==> src/rtl/uncache_axi_ctrl.sv <==
// uncache_axi_ctrl: request-side controller for uncached data accesses.
// Takes a memory-stage SRAM-style request with cached=0, stalls the pipeline,
// and runs one single-word read or write on the simplified bridge bus.
// Optional build macro UNCACHE_WR_POSTED_EN: posted writes with a 3-bit
// outstanding-write counter that holds back reads until all writes complete.
module uncache_axi_ctrl #(
   parameter int ADDR_W = 32,
   parameter int DATA_W = 32
) (
   input  logic                clk,
   input  logic                resetn,
   input  logic                sram_en,
   input  logic [DATA_W/8-1:0] sram_wen,
   input  logic [ADDR_W-1:0]   sram_addr,
   input  logic [DATA_W-1:0]   sram_wdata,
   input  logic                cached,
   output logic                stallreq,
   output logic                hit,
   output logic                refresh,
   output logic [DATA_W-1:0]   axi_rdata,
   output logic                rd_req,
   output logic [ADDR_W-1:0]   rd_addr,
   input  logic                rd_rdy,
   input  logic                ret_valid,
   input  logic [DATA_W-1:0]   ret_data,
   output logic                wr_req,
   output logic [ADDR_W-1:0]   wr_addr,
   output logic [DATA_W/8-1:0] wr_wstrb,
   output logic [DATA_W-1:0]   wr_data,
   input  logic                wr_rdy,
   input  logic                wr_ok
);

   typedef enum logic [2:0] {
      IDLE, RD_REQ, RD_WAIT, WR_REQ, WR_WAIT, DONE
   } state_t;

   state_t                state;
   logic [ADDR_W-1:0]     addr_q;
   logic [DATA_W-1:0]     wdata_q;
   logic [DATA_W-1:0]     rdata_q;
   logic [DATA_W/8-1:0]   wen_q;
   logic                  start;
   logic                  is_rd;
   logic                  go;

   assign start = (state == IDLE) & sram_en & ~cached;
   assign is_rd = (sram_wen == '0);

`ifdef UNCACHE_WR_POSTED_EN
   logic [2:0] pend;
   logic       pend_inc;
   logic       pend_dec;

   // Reads wait for all posted writes to drain; writes wait while the counter is full.
   assign go       = start & (is_rd ? (pend == 3'd0) : (pend != 3'd7));
   assign pend_inc = (state == WR_REQ) & wr_rdy;
   assign pend_dec = wr_ok & ((pend != 3'd0) | pend_inc);

   // Outstanding posted-write counter, saturating at 7.
   always_ff @(posedge clk or negedge resetn) begin
      if (!resetn) begin
         pend <= 3'd0;
      end else if (pend_inc & ~pend_dec) begin
         if (pend != 3'd7) pend <= pend + 3'd1;
      end else if (pend_dec & ~pend_inc) begin
         pend <= pend - 3'd1;
      end
   end
`else
   assign go = start;
`endif

   // The request cycle itself stalls; DONE releases the pipeline. Forced low in reset.
   assign stallreq  = resetn & (start | ((state != IDLE) & (state != DONE)));
   // Read data is forwarded combinationally in the cycle it returns.
   assign refresh   = ret_valid & ((state == RD_WAIT) | ((state == RD_REQ) & rd_rdy));
   assign axi_rdata = refresh ? ret_data : rdata_q;
   assign hit       = (state == DONE);
   assign rd_req    = (state == RD_REQ);
   assign wr_req    = (state == WR_REQ);
   assign rd_addr   = addr_q;
   assign wr_addr   = addr_q;
   assign wr_wstrb  = wen_q;
   assign wr_data   = wdata_q;

   // Transaction FSM: latches the request and sequences the bus handshakes.
   always_ff @(posedge clk or negedge resetn) begin
      if (!resetn) begin
         state   <= IDLE;
         addr_q  <= '0;
         wdata_q <= '0;
         wen_q   <= '0;
         rdata_q <= '0;
      end else begin
         case (state)
            IDLE: begin
               if (go) begin
                  addr_q  <= is_rd ? {sram_addr[ADDR_W-1:2], 2'b00} : sram_addr;
                  wdata_q <= sram_wdata;
                  wen_q   <= sram_wen;
                  state   <= is_rd ? RD_REQ : WR_REQ;
               end
            end
            RD_REQ: begin
               if (rd_rdy) begin
                  if (ret_valid) begin
                     rdata_q <= ret_data;
                     state   <= DONE;
                  end else begin
                     state   <= RD_WAIT;
                  end
               end
            end
            RD_WAIT: begin
               if (ret_valid) begin
                  rdata_q <= ret_data;
                  state   <= DONE;
               end
            end
            WR_REQ: begin
`ifdef UNCACHE_WR_POSTED_EN
               if (wr_rdy) state <= DONE;
`else
               if (wr_rdy) state <= WR_WAIT;
`endif
            end
            WR_WAIT: begin
               if (wr_ok) state <= DONE;
            end
            DONE:    state <= IDLE;
            default: state <= IDLE;
         endcase
      end
   end

endmodule

==> config.mk <==
export PLATFORM = sky130hd
export DESIGN_NAME = uncache_axi_ctrl
export DESIGN_NICKNAME = d
export VERILOG_FILES = /design/src/rtl/uncache_axi_ctrl.sv
export SDC_FILE = /design/constraint.sdc
export NUM_CORES = 1
export LEC_CHECK = 0
export CAP_MARGIN = 0
export CORE_MARGIN = 2
export CORE_UTILIZATION = 30
export CTS_CLUSTER_SIZE = 20
export DETAILED_ROUTE_END_ITERATION = 12
export DONT_BUFFER_PORTS = 1
export SKIP_LAST_GASP = 1
export SLEW_MARGIN = 20
export SYNTH_ARGS = -nofsm -noshare
export SYNTH_HDL_FRONTEND = slang
export SYNTH_SLANG_ARGS = --single-unit
export TNS_END_PERCENT = 50
==> constraint.sdc <==
create_clock -name clk -period 1.7 [get_ports clk]
set_input_delay 0.425 -clock clk [delete_from_list [all_inputs] [get_ports clk]]
set_output_delay 0.425 -clock clk [all_outputs]
set_load 0.02 [all_outputs]
==> impl_summary.md, run 1 <==
Routing
Across all layers, the routed design uses 2570 vias. The total length of routed wires is 10810 um. The wire length on met3 is 888 um. The first routing iteration left 85 violations.

The number of detailed-routing iterations run before antenna repair is 4. The count of nets left with antenna violations once routing finished came out at 0. For this run, design rule violations remaining after detail routing come to 0. Summed over all nets, wire length on met2 after detailed routing comes to 5665 um. For this block, wires on met1 add up to 4115 um. The highest layer touched by signal routing is met4. After detailed routing, the average wire length per cell comes to 19.95 um. In the routed layout, each cell is associated on average with a via count of 4.742.

Die
The number of rows in the core area is 46. In this run the horizontal extent of the chip is 132.4 um. The core outline area is 16000 sq um. The die outline area is 17540 sq um. For this configuration, the core starts out at a cell density of 30.93%.

The die is 132.4 um tall. The count of pins on the block boundary is 245.

Clock network
The clock buffer count from CTS is 9. The CTS root buffer is clkbuf_16. The clock tree from TritonCTS is done. The clock-pin slew on the worst setup and hold paths is 70 ps. The H-tree was split into 3 levels.

Clock tree synthesis found a total of 103 sinks. The clock passes through at most 2 buffers. The later-pin clock latency in the skew report is 340 ps.

Placed design
Input and output buffers added on the ports amount to 0. The placed instance count is 510. Detailed placement ended at an HPWL of 7085 um. The global placer's final weighted congestion is 0.7560. OpenSTA, run right after detailed placement, puts the worst setup slack at -165.3 ps.

GRT
Global routing used 11.54% of the available tracks across all layers. Summed over all layers, the global routing overflow is 0. The number of antenna violations at the first check in global routing is 0. The number of global-route vias before repair is 2633. Entering global routing, the biggest net connects 105 pins. The first global-routing pass estimated 15580 um of wire.

Power and ir drop
The power density relative to cell area is 2294 nW/um^2. In this run, the combinational gates consume 38.3% of the power. The analysis attributes to cell leakage a power of 2.758 nW. Of the total power, the share spent switching nets is 41.19%. The worst ir drop on vdd is 0.7031 mV. The portion of total power attributed to the clock network is 14.7%.

The analysis attributes to net switching a power of 5.475 mW. Registers are responsible for 47.0% of the overall power. Power comes to 13.29 mW. The internal portion of the total power is 7.817 mW.

Synthesis
For this run, asynchronously set or reset flops after synthesis account for 100.0%. After synthesis, the largest area contributor takes up 52.09% of total cell area. The number of nets in the synthesized netlist is 430. Sequential cells were found to cover 52.09% of the synthesized design area.

The cell area that synthesis handed to floorplanning was 4948 sq um. After synthesis the netlist holds a flip-flop and latch count of 103. For this run, the number of Yosys warnings is 0. In this run, synthesis inferred 0 flip-flops with an integrated enable.

dfrtp_1 is the most common cell in the netlist. Sorting the synthesized cells by how often they occur yields dfrtp_1 (103), mux2_4 (66), mux2_2 (64), buf_4 (32), buf_6 (14). Each instance of the synthesized netlist takes up on average 15.37 sq um. The number of different library cells used by synthesis comes to 27. Among all flip-flop cells after synthesis, the most frequent one is dfrtp_1. Synthesis produced a netlist whose cell count is 322. The largest total area in the synthesized netlist belongs to dfrtp_1. Sorting the synthesized cells by area gives the leading types as dfrtp_1 (52%), mux2_4 (20%), mux2_2 (15%), buf_4 (4.9%), buf_6 (3.2%).

Outcome
The flow ran to the end, but the final reports show violations. The checks that failed: hold timing, setup timing.

Layout
The net count reported at finish is 430. The final cell count without fillers is 542. The post-route netlist has 59.20% of its cells at a drive strength greater than 1. The number of inserted diodes is 0. The layout overhead on the synthesized area is 17.09%.

Critical path
The critical path contains buffers and inverters numbering 2 combined. The kind of cell adding the most delay to the critical path is flip-flops. In this run the critical register-to-register path is launched from state[1]$_DFFE_PN0P_. STA classifies the critical path endpoint as a primary output. The capture instance of the worst register-to-register path is wr_data[2]$_DFFE_PN0P_. The maximum fanout encountered on the critical timing path is 7. The cell count of the worst reg-to-reg path is 7. The worst stage delay on the critical path is 380 ps. For flop-to-flop paths, the worst setup slack is -200 ps.

The critical path is of the reg2out type. At the worst endpoint, the required time is 1270 ps. The worst setup path is launched from a flop. Data arrives at the worst endpoint at 1760 ps. The cell with the biggest individual delay on the critical path is dfrtp_1.

Traced cell by cell, the critical path runs through nand3b_1 > a21oi_4 > buf_12 > clkbuf_16 > mux2_4.

STA
Measured against its own limit, the worst slew margin works out to 66.67%. The max-slew violation count is 0. Setup total negative slack on the finished layout was measured at -29790 ps. Setup repair after global routing could not meet its margin everywhere.

The tightest hold margin is -223.2 ps. The routed design could run at a clock period as short as 2185 ps. The clock arrives with 6.640 ps of skew. Across all setup checks in the final design, the least slack found is -485.0 ps. The final setup violation count is 137.

At the pin with the least slew margin, the transition time is 499.9 ps. Dividing the final minimum period by the clock period gives 128.5%. For this run, the top clock speed supported by timing is 457.7 MHz. The hold violation count in the final report came to 103.

Worst hold path
The min-delay analysis places its worst path in the category in2async.

Flow run
Across the run, the number of max-cap violations was 0.
==> per-stage QoR <==
stage	util (%)	instance area, sq um	hold WS (ps)
6_report	36.21	5794	-223.2
5_1_grt	36.21	5794	-250.8
4_1_cts	34.84	5574	-252.6
3_5_place_dp	32.14	5142	132.0
3_3_place_gp	32.14	5142	131.7
2_1_floorplan	-	5101	129.4
==> cells by family after synthesis <==
logic type      Yosys count  synth area share [%]
xor+xnor                  1                0.1770
mux                     131                 34.79
flops                   103                 52.09
buf+inv                  52                 8.546
simple gates             22                 2.858
compound gates           13                 1.542
==> per-layer routing <==
metal	track usage (%)	up-vias
met5	0	-
met4	5.197	0
met3	4.023	9
met2	19.78	166
met1	12.96	1298
li1	-	1097
==> worst max path at each step <==
| stage | startpoint | to | slack (ps) | cells past startpoint |
|---|---|---|---|---|
| 2_1_floorplan | state[1]$_DFFE_PN0P_ | axi_rdata[10] | -130 | 5 |
| 3_3_place_gp | state[1]$_DFFE_PN0P_ | axi_rdata[19] | -120 | 4 |
| 3_5_place_dp | state[1]$_DFFE_PN0P_ | axi_rdata[20] | -170 | 4 |
| 4_1_cts | state[1]$_DFFE_PN0P_ | axi_rdata[4] | -530 | 5 |
| 5_1_grt | state[1]$_DFFE_PN0P_ | axi_rdata[16] | -550 | 5 |
| 6_report | state[1]$_DFFE_PN0P_ | axi_rdata[16] | -490 | 5 |
==> timing repair <==
item / in CTS / in global routing
resized for setup: 3 / 16
pin swaps: 1 / 5
gates cloned: 4 / 5
buffers inserted: 3 / 5
endpoints found under the hold margin: 103 / 103
setup endpoints to repair: 59 / 138
==> sequential cells by signal, indices dropped and copies added, names as in the netlist <==
name,count
rd_addr,32
rdata_q,32
wr_wstrb,4
wr_data,32
state,3
==> cells in the final DEF, fill, tap and decap left out, types with 2 or more instances in the layout <==
cell / instances
a21oi_1: 2
and3_1: 2
buf_12: 3
buf_16: 4
buf_4: 17
buf_6: 6
clkbuf_16: 14
clkinv_4: 2
clkinvlp_4: 2
dfrtp_1: 103
inv_1: 2
inv_6: 2
mux2_2: 32
mux2_4: 98
nand2_1: 8
nor2_1: 2
nor3_4: 2
o21ai_0: 5
==> area by class of cell <==
cell class | count | area (sq um)
fill | 1550 | 10210
sequential | 103 | 2577
multi-input combinational | 167 | 2108
timing repair buffer | 37 | 538.0
tap | 216 | 270.3
clock buffer | 10 | 239.0
clock inverter | 5 | 42.54
inverter | 4 | 18.77
==> power groups by stage <==
| stage | logic [mW] | clock network, mW | registers [mW] |
|---|---|---|---|
| finish | 5.09 | 1.95 | 6.25 |
| global route | 5.36 | 2.15 | 6.43 |
| CTS | 4.75 | 2.05 | 6.28 |
| detailed placement | 4.49 | 0 | 6.30 |
| global placement | 4.35 | 0 | 6.28 |
| floorplan | 5.09 | 0 | 5.43 |
Note: power is estimated with default switching activity, not from simulation.
==> run 2: changes to the inputs <==
- CORE_MARGIN: 2 -> 4
==> run 2 against run 1 <==
Against the previous run: the run still ends with hold timing, setup timing left; clock power up 26%; sequential power hardly changed; highest routed layer unchanged; register-to-register slack better by 60 ps; combinational power shrank 4.3%; sequential share of layout area rose by 0.25 points; setup slack got worse by 22 ps.
==> impl_summary.md, run 2 (same netlist as run 1, synthesis figures left out) <==
Outcome
The run finished, with violations left. The final reports fail on hold timing, setup timing.

Power and ir drop
The static leakage power is 2.750 nW (-0.28%). The worst ir drop on vdd is 0.7871 mV (+12%). The power density relative to cell area came to 2355 nW/um^2 (+2.7%).

Clock network
The later-pin clock latency in the skew report came to 340 ps (about the same). The clock-pin slew on the worst setup and hold paths was 70 ps (about the same). TritonCTS built the clock tree. The clock tree buffer depth came to 2 (unchanged). The number of H-tree levels is 3 (unchanged).

The clock buffer count from CTS came to 9 (unchanged). The root buffer cell chosen for the clock tree is clkbuf_16. The clock net sink count is 103 (unchanged).

GRT
The wire length of the first global-routing pass was 14810 um (-5.0%). The number of antenna violations at the first check in global routing is 0 (unchanged). The total overflow reported by the global router came to 0 (unchanged). The largest net degree at the start of global routing is 105 (unchanged). The number of global-route vias before repair came to 2702 (+2.6%).

The combined global-route utilization of all metal layers was 10.50% (-1.0 points).

Critical path
Walking the worst path, the cells encountered are nand3b_1 > a21oi_4 > buf_12 > clkbuf_16 > mux2_4. The kind of cell adding the most delay to the critical path is flip-flops. The cell count of the worst reg-to-reg path is 6 (-1).

The register-to-register setup slack was -140 ps (+60 ps). The slowest stage of the critical path is the dfrtp_1 cell. The depth of the critical timing path with buffers and inverters included is 5 (unchanged). The type of element capturing the critical path is a primary output. The type of the worst setup path is reg2out.

The worst path buffer plus inverter count is 2 (unchanged). The maximum fanout encountered on the critical timing path was 9 (+2). The endpoint arrival time on the critical path was 1780 ps (+20 ps). The startpoint identified for the worst register-to-register timing path is state[0]$_DFFE_PN0P_. The required arrival time at the worst endpoint came to 1270 ps (about the same). The capture instance of the worst register-to-register path is wr_data[26]$_DFFE_PN0P_. The worst setup path is launched from a flop. The worst stage delay on the critical path is 390 ps (about the same).

STA
The portion of the clock cycle consumed by the worst path in the final layout came to 129.8% (+1.3 points). The max-slew violation count is 0 (unchanged). The setup clock skew after layout is 8.507 ps (+1.867 ps).

The worst path setup slack after routing is -506.9 ps (-21.83 ps). The actual slew at the worst max-slew pin is 476.1 ps (-23.84 ps). The final critical path time including I/O delays and setup is 2207 ps (+21.83 ps). The final setup violation count is 122 (-11%). The tightest hold margin came to -229.1 ps (-5.851 ps). The maximum achievable frequency is 453.1 MHz (-0.99%). Setup repair after global routing could not meet its margin everywhere.

The hold violation count in the final report is 103 (unchanged). The worst slew margin relative to its limit is 67.82% (+1.1 points).

Die
The count of pins on the block boundary was 245 (unchanged). The core outline area is 16000 sq um (unchanged). The initial cell density of the core came to 30.93% (unchanged). The overall die width is 136.4 um (+3.0%). The number of rows in the core area is 46 (unchanged). The die span in y is 136.4 um (+3.0%). The die outline area is 18610 sq um (+6.1%).

Layout
In the layout the commonest cells are dfrtp_1 (103), mux2_4 (98), mux2_2 (32). Compared with the post-synthesis result, the final layout area differs by 16.43%. The number of inserted diodes was 0 (unchanged). The proportion of layout cells with a drive suffix above 1 was 58.95% (-0.25 points).

Leaving out fill and tap cells, the most frequent cell in the layout is dfrtp_1. The total non-filler cell area in the finished layout was 5762 sq um (-0.56%). The net count reported at finish came to 428 (-0.47%). The number of fill cells is 1549 (-0.065%).

Placed design
The global placer's final weighted congestion was 0.7133 (-5.6%). The total half-perimeter wirelength after legalization and detailed placement is 7692 um (+8.6%). The cell area after placement is 5122 sq um (-0.39%). The total of buffers placed on input and output ports came to 0 (unchanged).

Routing
The total length of routed wires is 10930 um (+1.1%). The number of violations reported at the end of detailed-routing iteration 0 is 71 (-16%). The total via count in the routed design came to 2549 (-0.82%). The number of detailed-routing iterations run before antenna repair is 4 (unchanged). The via-per-instance ratio is 4.720 (-0.45%). The remaining number of nets flagged by the antenna check after routing is 0 (unchanged). The wire length per cell came to 20.24 um (+1.5%). The total DRC errors in the routed layout was 0 (unchanged).

Flow run
The number of max-cap violations is 0 (unchanged).

Worst hold path
The min-delay analysis places its worst path in the category in2async.
## run 2: changes by cell type in the layout (fill, tap and decap cells not counted), sizes merged
cell      previous run  this run
inv                  5         3
bufbuf               1         0
bufinv               0         4
buf                 31        30
clkinvlp             2         1
clkbuf              15        14
## run 2: area by class of cell
class / count / area (sq um) / share of cell area [%]
repair buffers: 35 / 422.9 / 7.340
clock buffers: 9 / 225.2 / 3.909
flip-flops and latches: 103 / 2577 / 44.73
well taps: 216 / 270.3 / 4.691
inverters: 4 / 18.77 / 0.3257
multi-input cells: 167 / 2113 / 36.68
clock inverters: 6 / 133.9 / 2.324
## run 2: layer usage
layer  part of all wire (%)  track usage, %  wire length, um  vias up
met3                     11           4.145             1221       19
met4                    2.0           5.487              220        0
met1                     36           11.63             3969     1261
li1                       -               -                -     1089
met2                     50           17.39             5519      180
met5                      0               0                0        -
## run 2: worst register-to-register path: cells and delay by family (launching register included)
family	cells	cell delay [ps]
buf+inv	3	590
flops	1	410
simple gates	2	410
mux	1	320
## run 2: worst max path at each step
stage / start / end / slack (ps)
2_1_floorplan: state[1]$_DFFE_PN0P_ / axi_rdata[10] / -130
3_3_place_gp: state[1]$_DFFE_PN0P_ / axi_rdata[14] / -120
3_5_place_dp: state[1]$_DFFE_PN0P_ / axi_rdata[11] / -140
4_1_cts: state[1]$_DFFE_PN0P_ / axi_rdata[11] / -530
5_1_grt: state[1]$_DFFE_PN0P_ / axi_rdata[3] / -570
6_report: state[1]$_DFFE_PN0P_ / axi_rdata[3] / -510
## run 2: per-stage QoR
stage	worst slack [ps]	util, %	TNS (ps)	total power, mW	instances
floorplan	-125.6	-	-3986	10.52	322
global placement	-123.4	32.01	-3705	10.63	509
detailed placement	-138.1	32.01	-4160	10.80	509
CTS	-531.6	34.26	-17680	13.32	524
global route	-569.8	36.01	-33530	14.26	540
finish	-506.9	36.01	-24520	13.57	540
## run 2: where the power goes
group          internal, mW  switching (mW)
sequential             3.68            2.57
combinational          2.94            1.94
clock                  1.58           0.870
## run 2: repair_timing
item	in CTS	in global routing
resized for setup	0	16
endpoints found under the hold margin	103	103
pin swaps	0	4
setup endpoints to repair	48	116
cloned	0	5
setup buffers	0	12
==> run 3: changes to the inputs <==
- clock period: 1.7 -> 2.7 ns (I/O delays scaled with it)
==> run 3 against run 2 <==
Against the previous run: the run now ends clean; sequential cell count stayed put; clock skew about the same; sequential share of layout area grew 2.8 points; critical endpoint is now axi_rdata[16]; highest routed layer unchanged; power down 42%; register-to-register slack better by 940 ps.
==> impl_summary.md, run 3 (same netlist as run 1, synthesis figures left out) <==
Outcome
The run finished with clean final reports.

Die
The initial cell density of the core was 30.93% (unchanged). The die span in y is 136.4 um (unchanged). The die outline area is 18610 sq um (unchanged). The count of pins on the block boundary is 245 (unchanged).

The core outline area is 16000 sq um (unchanged). The overall die width is 136.4 um (unchanged). The number of rows in the core area came to 46 (unchanged).

Critical path
The endpoint arrival time on the critical path came to 1920 ps (+140 ps). The cell count of the worst reg-to-reg path came to 6 (unchanged). The worst register-to-register path ends at rdata_q[4]$_DFFE_PN0P_. The required arrival time at the worst endpoint is 2030 ps (+760 ps). The worst setup path is of the reg2out kind. The register-to-register setup slack came to 800 ps (+940 ps). STA classifies the critical path startpoint as a flop. STA classifies the critical path endpoint as a primary output. In this run the critical register-to-register path is launched from state[2]$_DFFE_PN0P_.

The maximum fanout encountered on the critical timing path is 12 (+3).

Routing
The number of detailed-routing iterations run before antenna repair was 4 (unchanged). The via-per-instance ratio is 4.737 (+0.36%). The wire length per cell came to 21.30 um (+5.2%). The total via count in the routed design is 2525 (-0.94%). The number of violations reported at the end of detailed-routing iteration 0 is 72 (+1.4%). The remaining number of nets flagged by the antenna check after routing was 0 (unchanged).

The total DRC errors in the routed layout came to 0 (unchanged). The total length of routed wires is 11350 um (+3.9%).

Power and ir drop
The power density relative to cell area is 1440 nW/um^2 (-39%). The static leakage power is 2.507 nW (-8.8%). The overall power after layout was 7.809 mW (-42%). The worst ir drop on vdd is 0.5074 mV (-36%).

STA
Derived from the worst setup path, the maximum achievable clock frequency is 385.6 MHz. The worst path setup slack after routing is 106.7 ps (+613.5 ps). The worst slew margin relative to its limit came to 59.01% (-8.8 points). The final setup violation count is 0 (-100%). The actual slew at the worst max-slew pin is 612.8 ps (+136.7 ps).

Setup repair after global routing left no endpoint under its margin. The hold violation count in the final report was 0 (-100%). The accumulated negative setup slack came to 0 ps (+24520 ps).

The max-slew violation count is 0 (unchanged). Subtracting the final worst setup slack from the clock period gives 2593 ps. The worst path uses 96.05% of the clock period.

The tightest hold margin was 26.41 ps (+255.5 ps). The setup clock skew after layout is 8.143 ps (-0.3641 ps).

Flow run
The number of max-cap violations came to 0 (unchanged).

Clock network
The clock tree from TritonCTS is done. The clock tree buffer depth is 2 (unchanged). The clock buffer count from CTS is 9 (unchanged). The clock-pin slew on the worst setup and hold paths is 70 ps (about the same).

The CTS root buffer is clkbuf_16. The number of H-tree levels came to 3 (unchanged). The later-pin clock latency in the skew report is 340 ps (about the same). The clock net sink count is 103 (unchanged). The count of cells resized by post-cts repair is 0 (unchanged).

GRT
The largest net degree at the start of global routing is 75 (-29%). The number of antenna violations at the first check in global routing is 0 (unchanged). The wire length of the first global-routing pass is 15010 um (+1.4%).

The number of global-route vias before repair is 2700 (-0.074%). The combined global-route utilization of all metal layers is 10.68% (+0.18 points). The total overflow reported by the global router is 0 (unchanged).

Layout
The number of inserted diodes came to 0 (unchanged). The post-layout utilization of the core is 33.88% (-2.1 points). The proportion of layout cells with a drive suffix above 1 is 51.74% (-7.2 points).

The net count reported at finish is 420 (-1.9%). The total non-filler cell area in the finished layout was 5421 sq um (-5.9%). The number of fill cells is 1598 (+3.2%). Leaving out fill and tap cells, the most frequent cells in the layout are dfrtp_1 (103), mux2_4 (66), mux2_2 (64). The final cell count without fillers is 533 (-1.3%). The commonest non-fill, non-tap cell in the layout is dfrtp_1. Relative to the synthesized area, the layout overhead comes to 9.558%.

Placed design
The post-placement worst setup slack is 291.3 ps (+429.4 ps). The total of buffers placed on input and output ports is 0 (unchanged). The cell area after placement was 4907 sq um (-4.2%).

The total half-perimeter wirelength after legalization and detailed placement was 6828 um (-11%). The global placer's final weighted congestion is 0.7752 (+8.7%). The placed instance count is 498 (-2.2%).

Worst hold path
The worst hold path belongs to the class in2async.
## run 3: cell count changes in the layout (fill, tap and decap cells not counted), sizes merged
cell,before,now
dlygate4sd3,0,11
bufinv,4,0
clkinv,2,1
clkbuf,14,13
clkinvlp,1,3
inv,3,5
buf,30,14
## run 3: report_power, final
part	total (mW)	leakage (nW)	internal [mW]	switching, mW
logic	2.66	1.15	1.51	1.15
registers	3.94	1.23	2.32	1.62
clock network	1.21	0.124	0.634	0.579
total	7.81	2.51	4.46	3.35
## run 3: routing by layer
metal	GRT usage [%]	vias up	routed length [um]
met5	0	-	0
met4	3.583	0	121
met3	5.366	7	1193
met2	17.67	157	5508
met1	11.97	1281	4530
li1	-	1080	-
## run 3: layout make-up
cell class,count,area (sq um),share of cell area [%]
tap,216,270.3,4.985
clock inverter,5,42.54,0.7847
sequential,103,2577,47.54
multi-input combinational,167,1959,36.14
timing repair buffer,27,324.1,5.977
clock buffer,11,232.7,4.293
inverter,4,15.01,0.2769
## run 3: worst max path at each step
| stage | cells after the start | to | from | slack [ps] |
|---|---|---|---|---|
| final | 5 | axi_rdata[16] | state[2]$_DFFE_PN0P_ | 110 |
| after global routing | 6 | axi_rdata[16] | state[0]$_DFFE_PN0P_ | 30 |
| after CTS | 4 | axi_rdata[25] | state[2]$_DFFE_PN0P_ | 50 |
| after detailed placement | 4 | axi_rdata[25] | rd_rdy | 290 |
| after global placement | 4 | axi_rdata[14] | rd_rdy | 300 |
| after floorplan | 5 | axi_rdata[22] | rd_rdy | 370 |
## run 3: critical path, cell delays in order, from the launching register on
cell	delay, ps
dfrtp_1	470
nand2b_1	230
a21oi_4	150
buf_12	140
clkbuf_16	170
mux2_2	400
## run 3: what timing repair did
item | in CTS | in global routing
endpoints found under the hold margin | 19 | 36
setup buffers | 0 | 3
hold buffers | 5 | 8
endpoints found under the setup margin | 0 | 24
